--- src/rtl/mem_arb_pkg.sv ---
// Shared encodings for the unified instruction/data memory arbiter.
package mem_arb_pkg;

    localparam int unsigned ST_W = 3;

    // Arbiter FSM states
    localparam logic [ST_W-1:0] IDLE   = 3'd0;
    localparam logic [ST_W-1:0] D_BUSY = 3'd1;
    localparam logic [ST_W-1:0] I_BUSY = 3'd2;
    localparam logic [ST_W-1:0] DONE   = 3'd3;
    localparam logic [ST_W-1:0] ERR    = 3'd4;

    // Which requester owns the current access
    localparam logic OWN_I = 1'b0;
    localparam logic OWN_D = 1'b1;

    // Stall contribution while parked in the error state
    localparam logic ERR_STALL = 1'b1;

endpackage

--- src/rtl/mem_watchdog.sv ---
// Saturating busy-cycle counter; expired_o flags the cycle in which the
// count would reach TIMEOUT (combinational, qualified by en_i).
module mem_watchdog #(
    parameter int unsigned TIMEOUT = 16
) (
    input  logic clk_i,
    input  logic rst_i,
    input  logic clr_i,
    input  logic en_i,
    output logic expired_o
);

    localparam int unsigned CNT_W = $clog2(TIMEOUT + 1);

    logic [CNT_W-1:0] cnt_q;
    logic [CNT_W-1:0] cnt_d;

    // Next count: clear wins, otherwise count up to TIMEOUT and hold
    always_comb begin
        cnt_d = cnt_q;
        if (clr_i) begin
            cnt_d = '0;
        end else if (en_i && (cnt_q != CNT_W'(TIMEOUT))) begin
            cnt_d = cnt_q + CNT_W'(1);
        end
    end

    // Counter register
    always_ff @(posedge clk_i) begin
        if (rst_i) begin
            cnt_q <= '0;
        end else begin
            cnt_q <= cnt_d;
        end
    end

    assign expired_o = en_i && (cnt_q >= CNT_W'(TIMEOUT - 1));

endmodule

--- src/rtl/unified_mem_arbiter.sv ---
// Arbitrates a single-port unified memory between IF fetches and MEM
// loads/stores, drives the pipeline stall and traps a hung memory.
module unified_mem_arbiter
    import mem_arb_pkg::*;
#(
    parameter int unsigned ADDR_W  = 32,
    parameter int unsigned DATA_W  = 32,
    parameter int unsigned TIMEOUT = 16
) (
    input  logic              Clk,
    input  logic              Reset,
    input  logic              IReq,
    input  logic [ADDR_W-1:0] IAddr,
    output logic [DATA_W-1:0] IRdata,
    output logic              IReady,
    input  logic              DRead,
    input  logic              DWrite,
    input  logic [ADDR_W-1:0] DAddr,
    input  logic [DATA_W-1:0] DWdata,
    output logic [DATA_W-1:0] DRdata,
    output logic              DReady,
    output logic              Stall,
    output logic              Err,
    output logic              MemReq,
    output logic              MemWe,
    output logic [ADDR_W-1:0] MemAddr,
    output logic [DATA_W-1:0] MemWdata,
    input  logic [DATA_W-1:0] MemRdata,
    input  logic              MemAck
);

    logic [ST_W-1:0]   state_q,   state_d;
    logic              owner_q,   owner_d;
    logic              we_q,      we_d;
    logic [ADDR_W-1:0] addr_q,    addr_d;
    logic [DATA_W-1:0] wdata_q,   wdata_d;
    logic              mem_req_q, mem_req_d;
    logic              mem_we_q,  mem_we_d;
    logic              i_ready_q, i_ready_d;
    logic              d_ready_q, d_ready_d;
    logic              err_q,     err_d;
    logic [DATA_W-1:0] i_rdata_q, i_rdata_d;
    logic [DATA_W-1:0] d_rdata_q, d_rdata_d;

    logic busy_c;
    logic expired;

    assign busy_c = (state_q == D_BUSY) || (state_q == I_BUSY);

    mem_watchdog #(
        .TIMEOUT (TIMEOUT)
    ) u_watchdog (
        .clk_i     (Clk),
        .rst_i     (Reset),
        .clr_i     (~busy_c | MemAck),
        .en_i      (busy_c),
        .expired_o (expired)
    );

    // Next-state and registered-output logic
    always_comb begin
        state_d   = state_q;
        owner_d   = owner_q;
        we_d      = we_q;
        addr_d    = addr_q;
        wdata_d   = wdata_q;
        mem_req_d = mem_req_q;
        mem_we_d  = mem_we_q;
        i_ready_d = 1'b0;
        d_ready_d = 1'b0;
        err_d     = err_q;
        i_rdata_d = i_rdata_q;
        d_rdata_d = d_rdata_q;

        case (state_q)
            IDLE: begin
                // Data first: it belongs to the older instruction
                if (DRead || DWrite) begin
                    state_d   = D_BUSY;
                    owner_d   = OWN_D;
                    we_d      = DWrite;
                    addr_d    = DAddr;
                    wdata_d   = DWdata;
                    mem_req_d = 1'b1;
                    mem_we_d  = DWrite;
                end else if (IReq) begin
                    state_d   = I_BUSY;
                    owner_d   = OWN_I;
                    we_d      = 1'b0;
                    addr_d    = IAddr;
                    mem_req_d = 1'b1;
                    mem_we_d  = 1'b0;
                end
            end
            D_BUSY, I_BUSY: begin
                // An acknowledge in the expiry cycle still completes the access
                if (MemAck) begin
                    state_d   = DONE;
                    mem_req_d = 1'b0;
                    mem_we_d  = 1'b0;
                    if (owner_q == OWN_D) begin
                        d_ready_d = 1'b1;
                        if (!we_q) begin
                            d_rdata_d = MemRdata;
                        end
                    end else begin
                        i_ready_d = 1'b1;
                        i_rdata_d = MemRdata;
                    end
                end else if (expired) begin
                    state_d   = ERR;
                    mem_req_d = 1'b0;
                    mem_we_d  = 1'b0;
                    err_d     = 1'b1;
                end
            end
            DONE: begin
                state_d = IDLE;
            end
            ERR: begin
                err_d = 1'b1;
            end
            default: begin
                state_d   = IDLE;
                mem_req_d = 1'b0;
                mem_we_d  = 1'b0;
            end
        endcase
    end

    // State and output registers with synchronous reset
    always_ff @(posedge Clk) begin
        if (Reset) begin
            state_q   <= IDLE;
            owner_q   <= OWN_I;
            we_q      <= 1'b0;
            addr_q    <= '0;
            wdata_q   <= '0;
            mem_req_q <= 1'b0;
            mem_we_q  <= 1'b0;
            i_ready_q <= 1'b0;
            d_ready_q <= 1'b0;
            err_q     <= 1'b0;
            i_rdata_q <= '0;
            d_rdata_q <= '0;
        end else begin
            state_q   <= state_d;
            owner_q   <= owner_d;
            we_q      <= we_d;
            addr_q    <= addr_d;
            wdata_q   <= wdata_d;
            mem_req_q <= mem_req_d;
            mem_we_q  <= mem_we_d;
            i_ready_q <= i_ready_d;
            d_ready_q <= d_ready_d;
            err_q     <= err_d;
            i_rdata_q <= i_rdata_d;
            d_rdata_q <= d_rdata_d;
        end
    end

    assign MemReq   = mem_req_q;
    assign MemWe    = mem_we_q;
    assign MemAddr  = addr_q;
    assign MemWdata = wdata_q;
    assign IReady   = i_ready_q;
    assign DReady   = d_ready_q;
    assign IRdata   = i_rdata_q;
    assign DRdata   = d_rdata_q;
    assign Err      = err_q;

    // Pipeline freeze: any requester not yet served, or a trapped memory
    assign Stall = ((DRead | DWrite) & ~DReady)
                 | (IReq & ~IReady)
                 | ((state_q == ERR) ? ERR_STALL : 1'b0);

endmodule

--- config.mk ---
export PLATFORM = sky130hd
export DESIGN_NAME = unified_mem_arbiter
export DESIGN_NICKNAME = d
export VERILOG_FILES = /design/src/rtl/mem_arb_pkg.sv /design/src/rtl/mem_watchdog.sv /design/src/rtl/unified_mem_arbiter.sv
export SDC_FILE = /design/constraint.sdc
export NUM_CORES = 1
export LEC_CHECK = 0
export CAP_MARGIN = 20
export CORE_MARGIN = 3
export CORE_UTILIZATION = 43
export CTS_BUF_LIST = sky130_fd_sc_hd__clkbuf_16
export CTS_CLUSTER_DIAMETER = 200
export DETAILED_ROUTE_END_ITERATION = 10
export GPL_TIMING_DRIVEN = 0
export PLACE_DENSITY = 0.87
export REMOVE_ABC_BUFFERS = 1
export SLEW_MARGIN = 20
export SYNTH_ARGS = -nofsm -noshare
export SYNTH_HDL_FRONTEND = slang
export SYNTH_SLANG_ARGS = --single-unit
--- constraint.sdc ---
create_clock -name Clk -period 2.8 [get_ports Clk]
set_clock_uncertainty 0.15 [all_clocks]
set_input_delay 0.28 -clock Clk [delete_from_list [all_inputs] [get_ports Clk]]
set_output_delay 0.28 -clock Clk [all_outputs]
set_load 0.005 [all_outputs]
* Word level (Yosys, flattened, before mapping)
Cells that the tools add are included.
Storage, ports and cells: output and inout port bits 134, register bits after elaboration 143, input bits 134, logic and storage cells 79
Cells by class: equality and inequality tests 9, bitwise gates (word level) 15, muxes and demuxes 22, reductions and logical operators 18, $lt $le $gt $ge 1, add/sub/neg operators 1
Operator list (number):
- $mux W32 | 2
- $mux W1 | 12
- $mux W3 | 4
- $reduce_and A3 Y1 | 4
- $not A1 Y1 | 9
- $pmux W3 S3 | 1
- $eq A3 B2 Y1 const B | 2
- $ne A3 B3 Y1 const B | 2
- $pmux W1 S3 | 2
- $reduce_or A2 Y1 | 3
- $add A5 B1 Y5 const B | 1
- $ge A5 B4 Y1 const B | 1
- $ne A5 B5 Y1 const B | 1
- $ne A2 B2 Y1 const B | 2
- $or A1 B1 Y1 | 4
- $reduce_and A2 Y1 | 2
- $reduce_and A4 Y1 | 1
- $reduce_bool A2 Y1 | 2
- $eq A3 B1 Y1 const B | 1
- $eq A3 B3 Y1 const B | 1
- $logic_not A3 Y1 | 1
- $reduce_or A3 Y1 | 1
- $and A1 B1 Y1 | 2
- $logic_and A1 B1 Y1 | 2
- 2 further kinds | 3

* Longest topological paths before layout
depth in word-level cells 6, depth in mapped cells 7, mapped depth without buffers 6

* Hierarchy
A second synthesis with hierarchy kept.
Unflattened totals: cells, all modules 688, area total of the unflattened synthesis 5505.3 µm²
By module, submodules not included:
- unified_mem_arbiter | instances 1, area an instance 5193.7 µm², sequential area each 2762.6 µm², cells an instance 655
- mem_watchdog | instances 1, area an instance 311.5 µm², sequential area each 100.1 µm², cells an instance 33

* Least setup slack after synthesis
No wires, ideal clock.
kind flip-flop to flip-flop, start register state_q[0], end register d_rdata_q[10] (netlist: DRdata[10]), path slack 1.002 ns, required time 2.518 ns, arrival 1.516 ns, clock period less this slack 1.798 ns, buffers on the path 3, stages on the path, launching flop included 8, library setup time 0.132 ns, cells stage by stage dfxtp_1 -> buf_2 -> xnor2_2 -> or4b_1 -> clkbuf_1 -> buf_2 -> nand2_1 -> a21oi_1
Between the ends: cells in the longest elaborated chain, start to end 3, elaborated cells between the ends (all ways) 4, classes of those cells 2 x eq/ne; 2 x reduce/logical
Ends and longest elaborated chain:
- from (decl) | RTL line unified_mem_arbiter.sv:32 | logic [ST_W-1:0] state_q, state_d;
- from (signal assigned) | RTL line unified_mem_arbiter.sv:147 | state_q <= state_d;
- $eq A3 B1 Y1 or $eq A3 B2 Y1 (tied branches) | RTL line unified_mem_arbiter.sv:75 | case (state_q)
- $reduce_or A2 Y1 * | RTL line unified_mem_arbiter.sv:75
- $reduce_and A4 Y1 (no source line) *
- to (signal assigned) | RTL line unified_mem_arbiter.sv:158 | d_rdata_q <= d_rdata_d;
- to (decl) | RTL line unified_mem_arbiter.sv:43 | logic [DATA_W-1:0] d_rdata_q, d_rdata_d;
Mark *: on every way between the ends. The rest lies on a longest branch, timed or not. A chain may end at the register's enable or synchronous reset.

* Worst setup path in the final report
start input port DWrite, end output port Stall
Between the ends: cells in the longest elaborated chain, start to end 4
Ends and longest elaborated chain:
- from (decl) | RTL line unified_mem_arbiter.sv:17 | input logic DWrite,
- $or A1 B1 Y1 | RTL line unified_mem_arbiter.sv:173 | assign Stall = ((DRead | DWrite) & ~DReady)
- $and A1 B1 Y1 | RTL line unified_mem_arbiter.sv:173
- $or A1 B1 Y1 | RTL line unified_mem_arbiter.sv:174 | | (IReq & ~IReady)
- $or A1 B1 Y1 | RTL line unified_mem_arbiter.sv:175 | | ((state_q == ERR) ? ERR_STALL : 1'b0);
- to (decl) | RTL line unified_mem_arbiter.sv:22 | output logic Stall,
No other way between the ends.

==> summary.md <==
| Metric | Value |
|---|---|
| Fraction of final layout cells with drive strength greater than 1 | 0.0532 |
| Place WS | -173 ps |
| Area growth from synthesis to layout | 63.7% |
| Switching Fraction | 0.254 |
| Unrepaired setup endpoints after global routing | false |
| Synthesis Warnings | 0 |
| Total number of nets in the final design | 1063 |
| Post-Syn Instances | ~680 |
| Register bit total from synthesis | between 100 and 150 |
| Number of buffers created by CTS | 17 |
| Top layer used by detailed routing | met4 |
| Maximum achievable frequency | roughly 0.38 GHz |
| CTS Buffer Depth | 2 |
| Area of the die | between 10000 and 15000 um2 |
| Post-synth cell types | 35 |
| Slack of the worst reg-to-reg path | ~460 ps |
| Inserted Diodes | 0 |
| Combinational family with the most area after synthesis | simple AND/OR/NAND/NOR gates |
| Width of the chip | roughly 120 um |
| Antenna violations before repair | 0 |
| CP max stage delay | between 600 and 700 ps |
| Worst-Margin Slew | between 700 and 800 ps |
| Power per cell area | approximately 690 nW/um2 |
| Clock network fraction of total power | 0.392 |
| CP max stage cell | sky130_fd_sc_hd__nor2_4 |
| Clk sink count | around 140 |
| Number of detailed-routing iterations run before antenna repair | 5 |
| Final-report setup violation count | 0 |
| Met2 wire length | approximately 8400 um |
| Pins over their slew limit | 0 |
| Status | finished clean |
| Post-route fraction of the period consumed by the critical path | 0.930 |
| XOR/XNOR Fraction of Synth Area | 0.00465 |
| Part of the power in registers | 0.390 |
| Syn Area/Cell | around 7.9 um2 |
| Final weighted congestion in routability-driven placement | about 0.8 |
| Root Driver | sky130_fd_sc_hd__clkbuf_16 |
| Startpoint of the worst register-to-register path | state_q[0]$_SDFFE_PP0P_ |
| Reported max-cap violation count | 0 |
| Combinational share of power | 0.218 |
| Most prevalent standard cell on the critical path | sky130_fd_sc_hd__clkdlybuf4s50_1 |
| Buffers inserted by post-CTS timing repair | 0 |
| Complex-gate fraction of the synthesized area | 0.163 |
| Wire length on met1 | approximately 6600 um |
| Area share of fa/ha/maj cells after synthesis | 0.00697 |
| Worst vdd ir | around 0.00047 V |
| Total global-route track usage | 0.239 |
| DR DRC count | 0 |
| Share of cell area taken by muxes after synthesis | 0.00209 |
| Global-route congestion overflow total | 0 |
| Worst r2r dst | DRdata[20]$_SDFFE_PP0P_ |
| Maximum fanout count along the critical path | 34 |
| CTS-repair resized insts | 0 |
| Largest net degree at the start of global routing | 74 |
| Total internal power | between 4000 and 5000 uW |
| PortBufs | between 200 and 300 |
| Worst reg-to-reg path cell count | 4 |
| Crit Path Class | in2out |
| Global-route wire length before repair | 26900 um |
| Minimum clock period after layout | 2600 ps |
| Total I/O pin count | between 200 and 300 |
| Clk_lat worst skew | slightly above 400 ps |
| Net switching power figure | 1550 uW |
| Final hold violations | 0 |
| Clock tree from TritonCTS | built |
| Total wire length after detailed routing | around 17000 um |
| Hold Crit Class | in2reg |
| Via count of the first global-routing pass | approximately 5300 |
| Die boundary height | between 100 and 150 um |
| Ordered cell list for the critical path | clkdlybuf4s50_1 > nor2_4 > o221ai_1 > clkdlybuf4s50_1 |
| Via count | about 5500 |
| Worst hold start | Reset |
| Number of routed nets with antenna violations | 0 |
| Number of H-tree levels | 4 |
| Cell Rows | 40 |
| Per-cell routed wire length | roughly 15 um |
| Clock Pin Slew Worst Setup and Hold Paths | ~60 ps |
| Static power due to leakage | between 0.003 and 0.004 uW |
| Initial DRC count | 394 |
| Quantity of hold-fixing buffers added after cts | 0 |
| Cell depth of the worst min-delay path | 2 |
| Number of vias per cell | around 5 |
| Worst rel slew slack | 0.484 |
| Simple-gate portion of the synthesized area | 0.247 |
| Sink of the worst hold path | state_q[2]$_SDFFE_PP0P_ |
| Initial cell density of the core | 0.444 |
| Post-synthesis instance area | 5380 um2 |
| Total met3 wirelength after detailed routing | 1160 um |
| Final worst slack | just under 200 ps |
| Type of destination of the critical path | output port |
| Area of the placeable core | approximately 12000 um2 |
| Register area share after synthesis | 0.532 |
| Overall power | 6090 uW |
| Sort of element at the start of the critical path | primary input |
| Estimated wirelength of the detail-placed design | 11600 um |
| Required time worst endpoint | around 2400 ps |
| Critical path arrival | 2170 ps |
[routing by layer]
layer	global-route usage	vias up
met5	0	-
met4	0.109	0
met3	0.0807	37
met2	0.411	205
met1	0.266	2470
li1	-	2758
[through the flow]
stage / hold WS [ps] / util / instances / TNS [ps] / area [um2]
6_report: 136 / 0.727 / 1107 / 0 / 8810
5_1_grt: 159 / 0.727 / 1107 / 0 / 8810
4_1_cts: 127 / 0.726 / 1106 / 0 / 8790
3_5_place_dp: 296 / 0.674 / 1074 / -3970 / 8170
3_3_place_gp: 284 / 0.665 / 1067 / -289080 / 8050
2_1_floorplan: 199 / - / 632 / 0 / 5170
[critical path, delay by kind of cell]
kind	cells	cell delay, ps
and+or+nand+nor	1	650
buffers and inverters	2	1000
AOI/OAI and AO/OA	1	240
[power by group through the flow]
stage               Clock (uW)  Sequential (uW)  Combinational, uW
floorplan                    0             2430                469
global placement             0             2410               1270
detailed placement           0             2420               1310
CTS                       2410             2380               1320
global route              2510             2410               1440
finish                    2390             2380               1320
[layout by cell type, fill, tap and decap left out, types with 3 or more instances in the layout]
master                            Yosys  layout
sky130_fd_sc_hd__clkdlybuf4s50_1      0     266
sky130_fd_sc_hd__a311oi_1            32      32
sky130_fd_sc_hd__buf_4                0       3
sky130_fd_sc_hd__clkbuf_16            0      17
sky130_fd_sc_hd__nand2_1            265     265
sky130_fd_sc_hd__nor2_1              41      40
sky130_fd_sc_hd__dfxtp_1            143     143
sky130_fd_sc_hd__nor3_1               4       3
sky130_fd_sc_hd__bufinv_16            0       5
sky130_fd_sc_hd__nand2b_1             5       5
sky130_fd_sc_hd__buf_6                0       3
sky130_fd_sc_hd__a21oi_1            104     104
sky130_fd_sc_hd__clkinv_2             0       5
sky130_fd_sc_hd__inv_1                6       8
sky130_fd_sc_hd__ha_1                 3       3
[worst max-delay path by stage]
stage / startpoint / end / slack, ps
6_report: DWrite / Stall / 200
5_1_grt: DWrite / Stall / 80
4_1_cts: DWrite / Stall / 190
3_5_place_dp: DWrite / MemWdata[21]$_SDFFE_PP0P_ / -170
3_3_place_gp: Reset / MemReq$_SDFFE_PP0P_ / -2440
2_1_floorplan: state_q[0]$_SDFFE_PP0P_ / IRdata[0]$_SDFFE_PP0P_ / 50
[Yosys cell counts]
library cell	n	area (um2)
sky130_fd_sc_hd__nand2_1	265	995
sky130_fd_sc_hd__nor3_1	4	20.0
sky130_fd_sc_hd__mux2_2	1	11.3
sky130_fd_sc_hd__ha_1	3	37.5
sky130_fd_sc_hd__nand4bb_1	1	11.3
sky130_fd_sc_hd__and2_1	2	12.5
sky130_fd_sc_hd__o21ai_0	2	10.0
sky130_fd_sc_hd__inv_1	6	22.5
sky130_fd_sc_hd__nor2_1	41	154
sky130_fd_sc_hd__a211oi_1	1	7.51
sky130_fd_sc_hd__or2_2	1	6.26
sky130_fd_sc_hd__o311ai_0	1	8.76
sky130_fd_sc_hd__o221ai_1	1	8.76
sky130_fd_sc_hd__nand3b_1	1	7.51
sky130_fd_sc_hd__and3_1	2	12.5
sky130_fd_sc_hd__buf_1	3	11.3
sky130_fd_sc_hd__dfxtp_1	143	2860
sky130_fd_sc_hd__or3_1	2	12.5
sky130_fd_sc_hd__clkbuf_1	32	120
sky130_fd_sc_hd__o41a_1	1	11.3
sky130_fd_sc_hd__o32ai_1	1	8.76
sky130_fd_sc_hd__or3b_2	1	8.76
sky130_fd_sc_hd__xnor2_2	1	16.3
sky130_fd_sc_hd__o31ai_1	1	7.51
sky130_fd_sc_hd__buf_2	17	85.1
sky130_fd_sc_hd__xnor2_1	1	8.76
sky130_fd_sc_hd__o22ai_1	2	12.5
sky130_fd_sc_hd__nand2b_1	5	31.3
sky130_fd_sc_hd__nor4b_2	1	15.0
sky130_fd_sc_hd__or4b_2	1	10.0
sky130_fd_sc_hd__nor3b_1	1	7.51
sky130_fd_sc_hd__nor4b_1	2	17.5
sky130_fd_sc_hd__a311oi_1	32	280
sky130_fd_sc_hd__or4b_1	1	10.0
sky130_fd_sc_hd__a21oi_1	104	521
[sequential cells by signal, summed over array words and instances (netlist names), 3 cells and up]
name              cells
DRdata               32
IRdata               32
MemAddr              32
MemWdata             32
u_watchdog.cnt_q      5
state_q               3
[layout make-up]
type	instances	area, um2
clock buffers	17	425
clock inverters	15	201
fillers	890	3300
inverters	6	22.5
multi-input cells	483	2310
flip-flops and latches	143	2860
well taps	168	210
repair buffers	275	2780
[cells by family (layout without fill, tap and decap cells)]
logic type | after synthesis | in the layout
muxes | 1 | 1
xor gates and xnor gates | 2 | 2
buffers and inverters | 58 | 313
adders and majority gates | 3 | 3
and+or+nand+nor | 331 | 331
DFF | 143 | 143
AOI/OAI and AO/OA | 146 | 146
(Power assumes the default switching activity.)
